==> src/rtl/ret_addr_stack_pkg.sv <==
// Shared types and defaults for the return address stack.
package ret_addr_stack_pkg;

    localparam int ADDR_WIDTH    = 32;
    localparam int RAS_DEPTH_DEF = 8;

    typedef enum logic [1:0] {
        RAS_NOP,
        RAS_PUSH,
        RAS_POP,
        RAS_REPL
    } RasOp_t;

    // Map active-low call/return flags to a stack operation; both set means
    // the instruction returns and calls in one go, so the top is replaced.
    function automatic RasOp_t ras_op_enc(input logic call_, input logic return_);
        RasOp_t op;
        case ({call_, return_})
            2'b01:   op = RAS_PUSH;
            2'b10:   op = RAS_POP;
            2'b00:   op = RAS_REPL;
            default: op = RAS_NOP;
        endcase
        return op;
    endfunction

endpackage

==> src/rtl/ret_addr_stack_ras_stack.sv <==
// One circular return-address stack. Exposes its registered state and the
// state it will take on the next edge; a restore input overrides the update
// with a full externally supplied state.
module ras_stack
    import ret_addr_stack_pkg::*;
#(
    parameter  int ADDR      = ADDR_WIDTH,
    parameter  int RAS_DEPTH = RAS_DEPTH_DEF,
    localparam int PTR       = $clog2(RAS_DEPTH)
) (
    input  logic                            clk,
    input  logic                            reset_,
    input  RasOp_t                          op,
    input  logic [ADDR-1:0]                 wdata,
    input  logic                            restore,
    input  logic [RAS_DEPTH-1:0][ADDR-1:0]  rst_entries,
    input  logic [PTR-1:0]                  rst_tp,
    input  logic [PTR:0]                    rst_cnt,
    output logic [RAS_DEPTH-1:0][ADDR-1:0]  entries,
    output logic [PTR-1:0]                  tp,
    output logic [PTR:0]                    cnt,
    output logic [RAS_DEPTH-1:0][ADDR-1:0]  nxt_entries,
    output logic [PTR-1:0]                  nxt_tp,
    output logic [PTR:0]                    nxt_cnt
);

    localparam logic [PTR:0] CNT_FULL = (PTR+1)'(RAS_DEPTH);

    logic [PTR-1:0] tp_m1;
    assign tp_m1 = tp - 1'b1;

    // Next-state: push wraps and overwrites the oldest entry when full,
    // pop on empty is ignored, replace on empty degenerates to a push.
    always_comb begin
        nxt_entries = entries;
        nxt_tp      = tp;
        nxt_cnt     = cnt;
        case (op)
            RAS_PUSH: begin
                nxt_entries[tp] = wdata;
                nxt_tp          = tp + 1'b1;
                if (cnt != CNT_FULL) nxt_cnt = cnt + 1'b1;
            end
            RAS_POP: begin
                if (cnt != '0) begin
                    nxt_tp  = tp_m1;
                    nxt_cnt = cnt - 1'b1;
                end
            end
            RAS_REPL: begin
                if (cnt == '0) begin
                    nxt_entries[tp] = wdata;
                    nxt_tp          = tp + 1'b1;
                    nxt_cnt         = cnt + 1'b1;
                end else begin
                    nxt_entries[tp_m1] = wdata;
                end
            end
            default: ;
        endcase
    end

    // State register; restore takes priority over the local update.
    always_ff @(posedge clk or negedge reset_) begin
        if (!reset_) begin
            entries <= '0;
            tp      <= '0;
            cnt     <= '0;
        end else if (restore) begin
            entries <= rst_entries;
            tp      <= rst_tp;
            cnt     <= rst_cnt;
        end else begin
            entries <= nxt_entries;
            tp      <= nxt_tp;
            cnt     <= nxt_cnt;
        end
    end

endmodule

==> src/rtl/ret_addr_stack.sv <==
// Return address stack: a speculative stack updated at fetch that predicts
// return targets, and a committed stack updated at commit that repairs the
// speculative one on a writeback flush.
// Optional build macro RAS_STAT_EN adds overflow/underflow event counters.
module ret_addr_stack
    import ret_addr_stack_pkg::*;
#(
    parameter  int ADDR      = ADDR_WIDTH,
    parameter  int RAS_DEPTH = RAS_DEPTH_DEF,
    localparam int PTR       = $clog2(RAS_DEPTH)
) (
    input  logic            clk,
    input  logic            reset_,
    input  logic            inst_e_,
    input  logic [ADDR-1:0] inst_pc,
    input  logic            inst_call_,
    input  logic            inst_return_,
    output logic            ret_v,
    output logic [ADDR-1:0] ret_pc,
`ifdef RAS_STAT_EN
    output logic [31:0]     ras_ovf_cnt,
    output logic [31:0]     ras_udf_cnt,
`endif
    input  logic            wb_flush_,
    input  logic            commit_e_,
    input  logic            jump_call_,
    input  logic            jump_return_,
    input  logic [ADDR-1:0] com_ft_addr
);

    RasOp_t spec_op, com_op;

    logic [RAS_DEPTH-1:0][ADDR-1:0] spec_entries, spec_nxt_entries;
    logic [PTR-1:0]                 spec_tp, spec_nxt_tp;
    logic [PTR:0]                   spec_cnt, spec_nxt_cnt;
    logic [RAS_DEPTH-1:0][ADDR-1:0] com_entries, com_nxt_entries;
    logic [PTR-1:0]                 com_tp, com_nxt_tp;
    logic [PTR:0]                   com_cnt, com_nxt_cnt;
    logic [PTR-1:0]                 spec_top;

    // Fetch updates are dropped during a flush; the restore wins instead.
    always_comb begin
        spec_op = RAS_NOP;
        com_op  = RAS_NOP;
        if (!inst_e_ && wb_flush_) spec_op = ras_op_enc(inst_call_, inst_return_);
        if (!commit_e_)            com_op  = ras_op_enc(jump_call_, jump_return_);
    end

    ras_stack #(.ADDR(ADDR), .RAS_DEPTH(RAS_DEPTH)) u_spec (
        .clk         (clk),
        .reset_      (reset_),
        .op          (spec_op),
        .wdata       (inst_pc + ADDR'(4)),
        .restore     (!wb_flush_),
        .rst_entries (com_nxt_entries),
        .rst_tp      (com_nxt_tp),
        .rst_cnt     (com_nxt_cnt),
        .entries     (spec_entries),
        .tp          (spec_tp),
        .cnt         (spec_cnt),
        .nxt_entries (spec_nxt_entries),
        .nxt_tp      (spec_nxt_tp),
        .nxt_cnt     (spec_nxt_cnt)
    );

    ras_stack #(.ADDR(ADDR), .RAS_DEPTH(RAS_DEPTH)) u_com (
        .clk         (clk),
        .reset_      (reset_),
        .op          (com_op),
        .wdata       (com_ft_addr),
        .restore     (1'b0),
        .rst_entries ('0),
        .rst_tp      ('0),
        .rst_cnt     ('0),
        .entries     (com_entries),
        .tp          (com_tp),
        .cnt         (com_cnt),
        .nxt_entries (com_nxt_entries),
        .nxt_tp      (com_nxt_tp),
        .nxt_cnt     (com_nxt_cnt)
    );

    assign spec_top = spec_tp - 1'b1;
    assign ret_pc   = spec_entries[spec_top];
    assign ret_v    = (spec_cnt != '0);

`ifdef RAS_STAT_EN
    localparam logic [PTR:0] CNT_FULL = (PTR+1)'(RAS_DEPTH);

    logic spec_ovf, spec_udf;
    assign spec_ovf = (spec_op == RAS_PUSH) && (spec_cnt == CNT_FULL);
    assign spec_udf = (spec_op == RAS_POP)  && (spec_cnt == '0);

    // Free-running event counters; a flush leaves them untouched.
    always_ff @(posedge clk or negedge reset_) begin
        if (!reset_) begin
            ras_ovf_cnt <= '0;
            ras_udf_cnt <= '0;
        end else begin
            if (spec_ovf) ras_ovf_cnt <= ras_ovf_cnt + 32'd1;
            if (spec_udf) ras_udf_cnt <= ras_udf_cnt + 32'd1;
        end
    end
`endif

endmodule

==> config.mk <==
export PLATFORM = sky130hd
export DESIGN_NAME = ret_addr_stack
export DESIGN_NICKNAME = d
export VERILOG_FILES = /design/src/rtl/ret_addr_stack_pkg.sv /design/src/rtl/ret_addr_stack_ras_stack.sv /design/src/rtl/ret_addr_stack.sv
export SDC_FILE = /design/constraint.sdc
export NUM_CORES = 2
export LEC_CHECK = 0
export BUFFER_PORTS_ARGS = -buffer_cell sky130_fd_sc_hd__buf_2
export CAP_MARGIN = 20
export CORE_ASPECT_RATIO = 1.2
export CORE_MARGIN = 1
export CORE_UTILIZATION = 35
export CTS_CLUSTER_SIZE = 16
export DETAILED_ROUTE_END_ITERATION = 16
export GPL_TIMING_DRIVEN = 0
export MAX_ROUTING_LAYER = met4
export PLACE_DENSITY_LB_ADDON = 0.25
export SYNTH_ARGS = -nofsm -noshare
export SYNTH_HDL_FRONTEND = slang
export SYNTH_SLANG_ARGS = --single-unit
==> constraint.sdc <==
create_clock -name clk -period 7 [get_ports clk]
set_input_delay 0.35 -clock clk [delete_from_list [all_inputs] [get_ports clk]]
set_output_delay 0.35 -clock clk [all_outputs]
set_load 0.05 [all_outputs]
==> flow_summary.ini <==
[detailed_routing]
drtIter0Drc = 3113
finalWirelength_mm = 134
route.met3.wl_mm = 11.7
maxUsedRoutingLayer = met4
vias = 23600
drtPass1Iterations = 6
routed_via_density = 6.49
met2_length_mm = 61.0
wl_met1_mm = 52.3
ant_nets = 0
drc = 0
wl_per_cell_um = 37.0

[global_routing]
grt_pass1_vias = 23100
antenna_found_initial = 3
grt_max_degree = 121
grt_use_total = 0.367
overflow = 0
grt_pass1_wl_mm = 185

[worst_setup_path]
critical-path-top-delay-family = buffers and inverters
crit_buf_inv = 7
cp-end-kind = flip-flop
worstPathArrival_ps = 6750
crit_path_frequent_cell = clkbuf_1
cp_max_fo = 11
cpPeakStageDelay_ps = 940
worst_path_max_delay_cell = clkbuf_1
cp.required_ps = 7530
startpoint_type = input pin
path_class = in2reg
crit_path_cell_trace = buf_2 -> clkbuf_1 -> nand2_1 -> clkinv_1 -> clkbuf_1 -> clkbuf_2 -> ha_1 -> o41a_1 -> clkbuf_1 -> nor2_1 -> a21oi_1 -> nor2_1 -> buf_6 -> a22oi_1 -> nand2_1

[sta]
final_hold_viol_count = 0
relSlewSlack = 0.129
setup_ws_ps = 784
fin_skew_ps = 35.4
fin_crit_ps = 6220
holdWs_ps = 79.6
final.period_utilization = 0.888
fmax_ghz = 0.161
final-max-slew-violation-count = 0
setup_violations = 0
rsz0062_at_grt = false
worstMarginPinSlew_ps = 1310
fin_tns_setup_ps = 0

[logic_synthesis]
synth_cell_types = 81
yosysSeqAreaShare = 0.512
synth_area_leaders = dfrtp_1, mux2_2, a22oi_1
synth.top_cell.area_share = 0.512
synthArstFlopShare = 1.00
synth_most_common_cell = dfrtp_1
synth_area_per_cell_um2 = 10.5
synth_edf_count = 0
synth_warnings = 0
synthFlopType = dfrtp_1
yosys.area.top_type = dfrtp_1
syn-instance-count = 2439
netlist_area_mm2 = 0.0257
ys_ff_latch = 526
syn_nets = 2525
synth_commonest_cells = dfrtp_1, nor2_1, mux2_2

[clock_tree]
cts_buffer_depth = 3
cts.clk_slew.worst_paths_ps = 70
clkSinkCount = 526
h-tree-depth = 2
cts_tree = done
cts_root_buffer = clkbuf_16
cts_setup_buffers = 0
numCtsBuffers = 58
clkLatencyLatePin_ps = 660

[cells_and_area]
fin_cells = 3629
multi_input_area_mm2 = 0.0118
drive_above_1_share = 0.222
seqCellArea_mm2 = 0.0132
n_fill_cell = 7021
nets = 2731
area_growth_pct = 17.6

[run]
maxCapViolations = 0

[pwr]
leakagePower_nw = 12.7
finalPower_mw = 16.2
pwr-share-seq = 0.320
power_density_mw_per_mm2 = 536
ir_drop_mv = 0.381
pwr-share-comb = 0.463
p_sw_frac = 0.451
p_int_mw = 8.89
pwr-share-clk = 0.217
switchingPower_mw = 7.32

[die]
die_h_um = 299
start_util = 0.354
die_area_mm2 = 0.0745
rows = 108
io_pins = 106
fp.dieW_um = 249
core_area_mm2 = 0.0726

[placed_design]
port_buffers = 101
gp_congestion = 1.05
pre_cts_ws_ps = 408
placed_cells = 3517
dpl.hpwl_mm = 97.5

[outcome]
status = finished clean

[min_path]
hold_path.class = in2reg
sequential cells by signal, summed over array words and instances (netlist names):
| signal | count |
|---|---|
| u_spec.tp | 3 |
| u_com.cnt | 4 |
| u_com.tp | 3 |
| u_spec.entries | 256 |
| u_spec.cnt | 4 |
| u_com.entries | 256 |
cell type report:
| type | count | share of cell area |
|---|---|---|
| well taps | 935 | 0.0387 |
| multi-input cells | 1724 | 0.389 |
| repair buffers | 146 | 0.0382 |
| flip-flops and latches | 526 | 0.435 |
| inverters | 24 | 0.00298 |
| clock buffers | 81 | 0.0565 |
| plain buffers | 165 | 0.0240 |
| clock inverters | 26 | 0.0148 |
| diodes | 2 | 0.000166 |
power groups by stage:
stage | registers (mW) | clock network, mW | logic [mW]
2_1_floorplan | 4.92 | 0 | 4.46
6_report | 5.19 | 3.51 | 7.51
4_1_cts | 5.16 | 3.52 | 7.34
3_3_place_gp | 5.16 | 0 | 6.97
5_1_grt | 5.31 | 3.62 | 7.75
3_5_place_dp | 5.20 | 0 | 7.32
worst register-to-register path, delay by kind of cell, from the launching register on:
kind / cells / cell delay [ps]
AND/OR/NAND/NOR: 3 / 1090
flip-flops: 1 / 520
AO/OA/AOI/OAI: 2 / 730
buffers and inverters: 5 / 2130
adder cells (fa/ha/maj): 1 / 340
logic make-up (layout without fill, tap and decap cells):
family | Yosys count | after routing | share of synthesized area
AO/OA/AOI/OAI | 687 | 687 | 0.193
XOR/XNOR | 41 | 41 | 0.0143
adder cells (fa/ha/maj) | 13 | 13 | 0.00662
buffers and inverters | 189 | 442 | 0.0315
flip-flops | 526 | 526 | 0.512
multiplexers | 266 | 266 | 0.118
other | 0 | 2 | 0
AND/OR/NAND/NOR | 717 | 717 | 0.125
metrics by stage:
step                      utilization  cell area [µm²]
after floorplan                     -            25700
after global placement          0.377            27400
after detailed placement        0.386            28000
after CTS                       0.416            30200
after global routing            0.417            30200
final                           0.417            30200
timing repair:
action / CTS / global route
endpoints found under the hold margin: 77 / 0
gates resized for setup: 0 / 0
hold buffers: 1 / 0
layer usage:
metal | track usage | vias to the layer above
met5 | - | -
met3 | 0.0673 | 440
met4 | 0.215 | 0
met1 | 0.455 | 12200
met2 | 0.561 | 1457
li1 | - | 9508
final timing paths:
path | startpoint | endpoint | slack [ps] | cells after the start
max in group asynchronous | reset_ | u_spec.entries[95] | 4530 | 5
min reg2reg | u_com.entries[93] | u_com.entries[93] | 480 | 2
max | wb_flush_ | u_spec.entries[99] | 780 | 15
min in group asynchronous | reset_ | u_com.entries[135] | 250 | 2
min | com_ft_addr[8] | u_com.entries[136] | 80 | 2
max reg2reg | u_spec.tp[0] | u_spec.entries[116] | 2140 | 11
cell usage in the layout, fill, tap and decap left out, types with 17 or more instances in the layout:
master       n
a221o_1     42
a221oi_1    21
nand2_1    197
o21ai_0    109
clkbuf_1   117
xnor2_1     30
mux2_2     240
nand4_1     44
buf_8       21
nor3_1      54
a21oi_1     79
clkbuf_16   59
nand3_1     34
a211oi_1    39
o22ai_1     54
nor2_1     291
dfrtp_1    526
o32ai_1     17
buf_2      131
a22o_1      21
a22oi_1    158
inv_1       22
Power figures use the tool's default switching activity.
